### src/rtl/alu_pkg.sv
// Shared opcode constants, arbiter state encoding and opcode legality helper
// for the two-port ALU arbiter.
`timescale 1ns/1ps
package alu_pkg;

   localparam logic [2:0] OP_AND = 3'b000;
   localparam logic [2:0] OP_OR  = 3'b001;
   localparam logic [2:0] OP_ADD = 3'b010;
   localparam logic [2:0] OP_SUB = 3'b110;
   localparam logic [2:0] OP_SLT = 3'b111;

   typedef enum logic [1:0] {
      IDLE = 2'd0,
      EXEC = 2'd1,
      RESP = 2'd2
   } arb_state_t;

   function automatic logic op_is_legal(input logic [2:0] op);
      return (op == OP_AND) || (op == OP_OR) || (op == OP_ADD) ||
             (op == OP_SUB) || (op == OP_SLT);
   endfunction

endpackage

### src/rtl/alu_core.sv
// Combinational WIDTH-bit ALU: AND, OR, ADD, SUB, unsigned SLT; any other
// opcode yields z=0. ex flags signed overflow on ADD/SUB only.
`timescale 1ns/1ps
module alu_core
   import alu_pkg::*;
#(
   parameter int WIDTH = 32
) (
   input  logic [WIDTH-1:0] a,
   input  logic [WIDTH-1:0] b,
   input  logic [2:0]       op,
   output logic [WIDTH-1:0] z,
   output logic             ex
);

   logic [WIDTH-1:0] sum;
   logic [WIDTH-1:0] diff;

   assign sum  = a + b;
   assign diff = a - b;

   always_comb begin
      z  = '0;
      ex = 1'b0;
      case (op)
         OP_AND: z = a & b;
         OP_OR:  z = a | b;
         OP_ADD: begin
            z  = sum;
            ex = (a[WIDTH-1] == b[WIDTH-1]) && (sum[WIDTH-1] != a[WIDTH-1]);
         end
         OP_SUB: begin
            z  = diff;
            ex = (a[WIDTH-1] != b[WIDTH-1]) && (diff[WIDTH-1] != a[WIDTH-1]);
         end
         OP_SLT: z[0] = (a < b);
         default: z = '0;
      endcase
   end

endmodule

### src/rtl/alu_arbiter.sv
// Round-robin two-port arbiter/sequencer in front of one shared alu_core.
// Define ALU_ARB_OPCHECK_EN to report illegal opcodes on resp_err.
`timescale 1ns/1ps
module alu_arbiter
   import alu_pkg::*;
#(
   parameter int WIDTH     = 32,
   parameter int FIRST_PRI = 0
) (
   input  logic             clk,
   input  logic             reset,
   input  logic [1:0]       req_valid,
   output logic [1:0]       req_ready,
   input  logic [WIDTH-1:0] req_a0,
   input  logic [WIDTH-1:0] req_b0,
   input  logic [WIDTH-1:0] req_a1,
   input  logic [WIDTH-1:0] req_b1,
   input  logic [2:0]       req_op0,
   input  logic [2:0]       req_op1,
   output logic             resp_valid,
   input  logic             resp_ready,
   output logic             resp_id,
   output logic [WIDTH-1:0] resp_z,
   output logic             resp_zero,
   output logic             resp_ex,
   output logic             resp_err,
   output arb_state_t       dbg_state
);

   // Handshakes: a transfer happens on a rising edge where valid && ready.
   // req_ready is a combinational one-hot grant, only ever raised in IDLE.
   localparam logic PRI_RST = (FIRST_PRI != 0);

   arb_state_t       state_q, state_d;
   logic             pri_q, pri_d;
   logic [WIDTH-1:0] a_q, a_d, b_q, b_d;
   logic [2:0]       op_q, op_d;
   logic             id_q, id_d;
   logic             resp_id_q, resp_id_d;
   logic [WIDTH-1:0] resp_z_q, resp_z_d;
   logic             resp_zero_q, resp_zero_d;
   logic             resp_ex_q, resp_ex_d;
   logic             resp_err_q, resp_err_d;

   logic             grant_id;
   logic [WIDTH-1:0] alu_z;
   logic             alu_ex;

   alu_core #(.WIDTH(WIDTH)) u_alu (
      .a  (a_q),
      .b  (b_q),
      .op (op_q),
      .z  (alu_z),
      .ex (alu_ex)
   );

   // Lone requester wins outright; contention goes to the priority holder.
   assign grant_id = (req_valid == 2'b10) ? 1'b1 :
                     (req_valid == 2'b11) ? pri_q : 1'b0;

   always_comb begin
      state_d     = state_q;
      pri_d       = pri_q;
      a_d         = a_q;
      b_d         = b_q;
      op_d        = op_q;
      id_d        = id_q;
      resp_id_d   = resp_id_q;
      resp_z_d    = resp_z_q;
      resp_zero_d = resp_zero_q;
      resp_ex_d   = resp_ex_q;
      resp_err_d  = resp_err_q;
      req_ready   = 2'b00;
      case (state_q)
         IDLE: begin
            if (|req_valid) begin
               req_ready = grant_id ? 2'b10 : 2'b01;
               a_d       = grant_id ? req_a1  : req_a0;
               b_d       = grant_id ? req_b1  : req_b0;
               op_d      = grant_id ? req_op1 : req_op0;
               id_d      = grant_id;
               pri_d     = ~grant_id;
               state_d   = EXEC;
            end
         end
         EXEC: begin
            resp_id_d   = id_q;
            resp_z_d    = alu_z;
            resp_zero_d = (alu_z == '0);
            resp_ex_d   = alu_ex;
`ifdef ALU_ARB_OPCHECK_EN
            resp_err_d  = ~op_is_legal(op_q);
`else
            resp_err_d  = 1'b0;
`endif
            state_d     = RESP;
         end
         RESP: begin
            if (resp_ready) state_d = IDLE;
         end
         default: state_d = IDLE;
      endcase
   end

   always_ff @(posedge clk or posedge reset) begin
      if (reset) begin
         state_q     <= IDLE;
         pri_q       <= PRI_RST;
         a_q         <= '0;
         b_q         <= '0;
         op_q        <= '0;
         id_q        <= 1'b0;
         resp_id_q   <= 1'b0;
         resp_z_q    <= '0;
         resp_zero_q <= 1'b0;
         resp_ex_q   <= 1'b0;
         resp_err_q  <= 1'b0;
      end else begin
         state_q     <= state_d;
         pri_q       <= pri_d;
         a_q         <= a_d;
         b_q         <= b_d;
         op_q        <= op_d;
         id_q        <= id_d;
         resp_id_q   <= resp_id_d;
         resp_z_q    <= resp_z_d;
         resp_zero_q <= resp_zero_d;
         resp_ex_q   <= resp_ex_d;
         resp_err_q  <= resp_err_d;
      end
   end

   assign resp_valid = (state_q == RESP);
   assign resp_id    = resp_id_q;
   assign resp_z     = resp_z_q;
   assign resp_zero  = resp_zero_q;
   assign resp_ex    = resp_ex_q;
   assign resp_err   = resp_err_q;
   assign dbg_state  = state_q;

endmodule

### config.mk
export PLATFORM = sky130hd
export DESIGN_NAME = alu_arbiter
export DESIGN_NICKNAME = d
export VERILOG_FILES = /design/src/rtl/alu_pkg.sv /design/src/rtl/alu_core.sv /design/src/rtl/alu_arbiter.sv
export SDC_FILE = /design/constraint.sdc
export NUM_CORES = 1
export LEC_CHECK = 0
export ABC_AREA = 0
export CORE_ASPECT_RATIO = 0.8
export CORE_MARGIN = 2
export CORE_UTILIZATION = 38
export DETAILED_ROUTE_END_ITERATION = 6
export PLACE_DENSITY = 0.73
export SYNTH_ARGS = -nofsm -noshare
export SYNTH_HDL_FRONTEND = slang
export SYNTH_SLANG_ARGS = --single-unit
### constraint.sdc
create_clock -name clk -period 3.5 [get_ports clk]
set_input_delay 0.7 -clock clk [delete_from_list [all_inputs] [get_ports clk]]
set_output_delay 0.7 -clock clk [all_outputs]
set_load 0.1 [all_outputs]
==> flow_summary.ini <==
[clocking]
ctsHoldBuffers = 0
cts_tree = yes
path_clk_slew_ns = 0.08
cts_sinks = 106
clockBufferDepth = 2
htree_levels = 3
cts_made_buffers = 9
clk_latency_ns = 0.37
root_buffer = clkbuf_16

[setup_path]
crit_required_ns = 3.81
crit_path_frequent_cell = buf_4
reg2reg_to = resp_zero
end_kind = register
crit_slowest_cell = or4bb_1
worstPathMaxFanout = 4
arrival_ns = 3.91
start_kind = register
rr_startpoint = b_q[9]
crit_type = register to register
critPathMaxStageDelay_ns = 0.49
rr_worst_depth = 15
r2r_setup_slack_ns = -0.09
worstPathCellList = inv_1 > ha_1 > or2_4 > or3_4 > o221a_4 > a21oi_2 > buf_4 > o211ai_1 > xnor2_1 > a2bb2oi_1 > buf_4 > or4bb_1 > nor4_1 > and4_1 > a41o_1

[timing]
fin_crit_sh = 1.03
min_period_ns = 3.59
slew_violations = 0
postLayoutSetupSlackWorst_ns = -0.0904
final-setup-viol-count = 1
finalHoldViolations = 0
worst-slew-pin-transition_ns = 0.963
relSlewSlack = 0.356
fmax_ghz = 0.279
rsz0062_at_grt = yes
holdWs_ns = 0.475
skew_ns = 0.00840

[route]
route.detailed.drc = 0
wirelength_microns = 36000
drtAntennaViolNets = 0
vias_per_cell = 5.54
wl_per_cell_microns = 19.1
vias = 10451
drt_iter0_drc = 1082
dr.pass1.iters = 7

[status]
violations = negative setup slack
status = finished with violations

[synth]
synthCells = 1177
netlist.area_leader.share = 0.274
synth_top_flop_cell = dfrtp_1
yosysSeqAreaShare = 0.274
synth_nets = 1426
async_reset_ff_frac = 1.00
synth_edf_count = 0
synthTopCellsByCount = inv_1 (184), ha_1 (108), dfrtp_1 (106)
synth_cell_types = 81
yosysWarnings = 0
ys_top_cells_by_area = dfrtp_1 (27%), ha_1 (14%), inv_1 (7.1%)
synth_largest_area_cell = dfrtp_1
synth_area_sq_um = 9680
synth-seq-cells = 106
synth_most_common_cell = inv_1
syn_area_per_cell_sq_um = 8.23

[floorplan]
die-area_sq_um = 26800
die_w_microns = 182
num_rows = 52
fp.dieH_microns = 147
initial_core_util = 0.385
ioPinCount = 180
core_sq_um = 25200

[min_path]
min_path_cells = 1
min_from = pri_q
hp-class = register to register
holdPathEnd = pri_q

[layout]
num-fill-cells = 2318
drive_gt1_frac = 0.257
stdcell_area_sq_um = 14200
fin_cells = 1887
nNetsFinal = 1807
synthToLayoutAreaGrowth_pct = 46.8
antennaDiodeCount = 0

[global_route]
grt_pass1_wl_microns = 55000
grt_use_total = 0.262
grt_remaining_overflow = 0
antenna_found_initial = 0
grt_pass1_vias = 9903
grt_max_degree = 71

[placed_design]
place_area_sq_um = 13400
port_buffers = 178
dp_hpwl_microns = 28700
gp_congestion = 0.966
dp_cells = 1849

[run]
maxCapViolations = 0
[worst max path at each step]
| stage | startpoint | to | slack (ns) | cells past startpoint |
|---|---|---|---|---|
| 2_1_floorplan | a_q[10] | resp_zero | 0.0003 | 14 |
| 3_3_place_gp | a_q[0] | resp_zero | -0.50 | 14 |
| 3_5_place_dp | a_q[0] | resp_zero | -0.50 | 14 |
| 4_1_cts | a_q[0] | resp_zero | -0.18 | 15 |
| 5_1_grt | b_q[1] | resp_zero | -0.27 | 16 |
| 6_report | b_q[9] | resp_zero | -0.09 | 15 |
[layout by cell type (no fill, tap or decap), drive strengths merged, types with 61 or more instances in the layout]
master | Yosys | routed
o21ai | 61 | 61
dfrtp | 106 | 106
a222oi | 67 | 67
clkdlybuf4s50 | 0 | 139
ha | 108 | 108
nand2 | 79 | 79
nor2 | 71 | 71
inv | 184 | 186
buf | 18 | 307
a21oi | 80 | 80
[final cells by class]
class | count | area [sq um] | area share
Inverter | 185 | 697 | 0.0490
Sequential cell | 106 | 2650 | 0.187
Multi-Input combinational cell | 810 | 6380 | 0.449
Clock inverter | 6 | 62.6 | 0.00440
Tap cell | 324 | 405 | 0.0285
Clock buffer | 10 | 229 | 0.0161
Timing Repair Buffer | 446 | 3780 | 0.266
[metrics by stage]
stage	utilization	setup slack, ns	TNS, ns
after floorplan	-	0.000260	0
after global placement	0.531	-0.502	-0.650
after detailed placement	0.531	-0.496	-0.638
after CTS	0.551	-0.180	-0.188
final	0.564	-0.0904	-0.0904
after global routing	0.564	-0.272	-0.353
[state kept, by name, indices dropped and copies added (netlist names)]
| signal | flops |
|---|---|
| a_q | 32 |
| b_q | 32 |
| dbg_state | 2 |
| id_q | 1 |
| op_q | 3 |
| pri_q | 1 |
| resp_ex | 1 |
| resp_id | 1 |
| resp_z | 32 |
| resp_zero | 1 |
[logic make-up after synthesis]
logic type	after synthesis	share of synthesized area
and+or+nand+nor	273	0.139
DFF	106	0.274
AOI/OAI and AO/OA	373	0.286
adders and majority gates	110	0.144
other	1	0.000387
xor gates and xnor gates	27	0.0244
buffers and inverters	261	0.104
muxes	26	0.0275
[layer usage]
| layer | vias to the layer above | share of wire | track usage |
|---|---|---|---|
| met5 | - | 0 | 0 |
| met4 | 0 | 0.015 | 0.0536 |
| met3 | 40 | 0.081 | 0.0431 |
| met2 | 425 | 0.42 | 0.395 |
| met1 | 4975 | 0.48 | 0.395 |
| li1 | 5011 | - | - |
[timing repair]
action,in CTS,in global routing
pin swaps,14,20
setup buffers,12,11
setup endpoints to repair,2,9
resized for setup,26,49
[worst max-delay path, delay by kind of cell (launching register included)]
kind | cells | cell delay, ns
xor+xnor | 1 | 0.17
buf+inv | 3 | 0.35
flops | 1 | 0.35
fa+ha+maj | 1 | 0.30
simple gates | 5 | 1.51
compound gates | 5 | 0.85
Power is left out: the tool's default activity adds up to more than one toggle a clock period on the data nets, which glitch-free logic cannot reach.
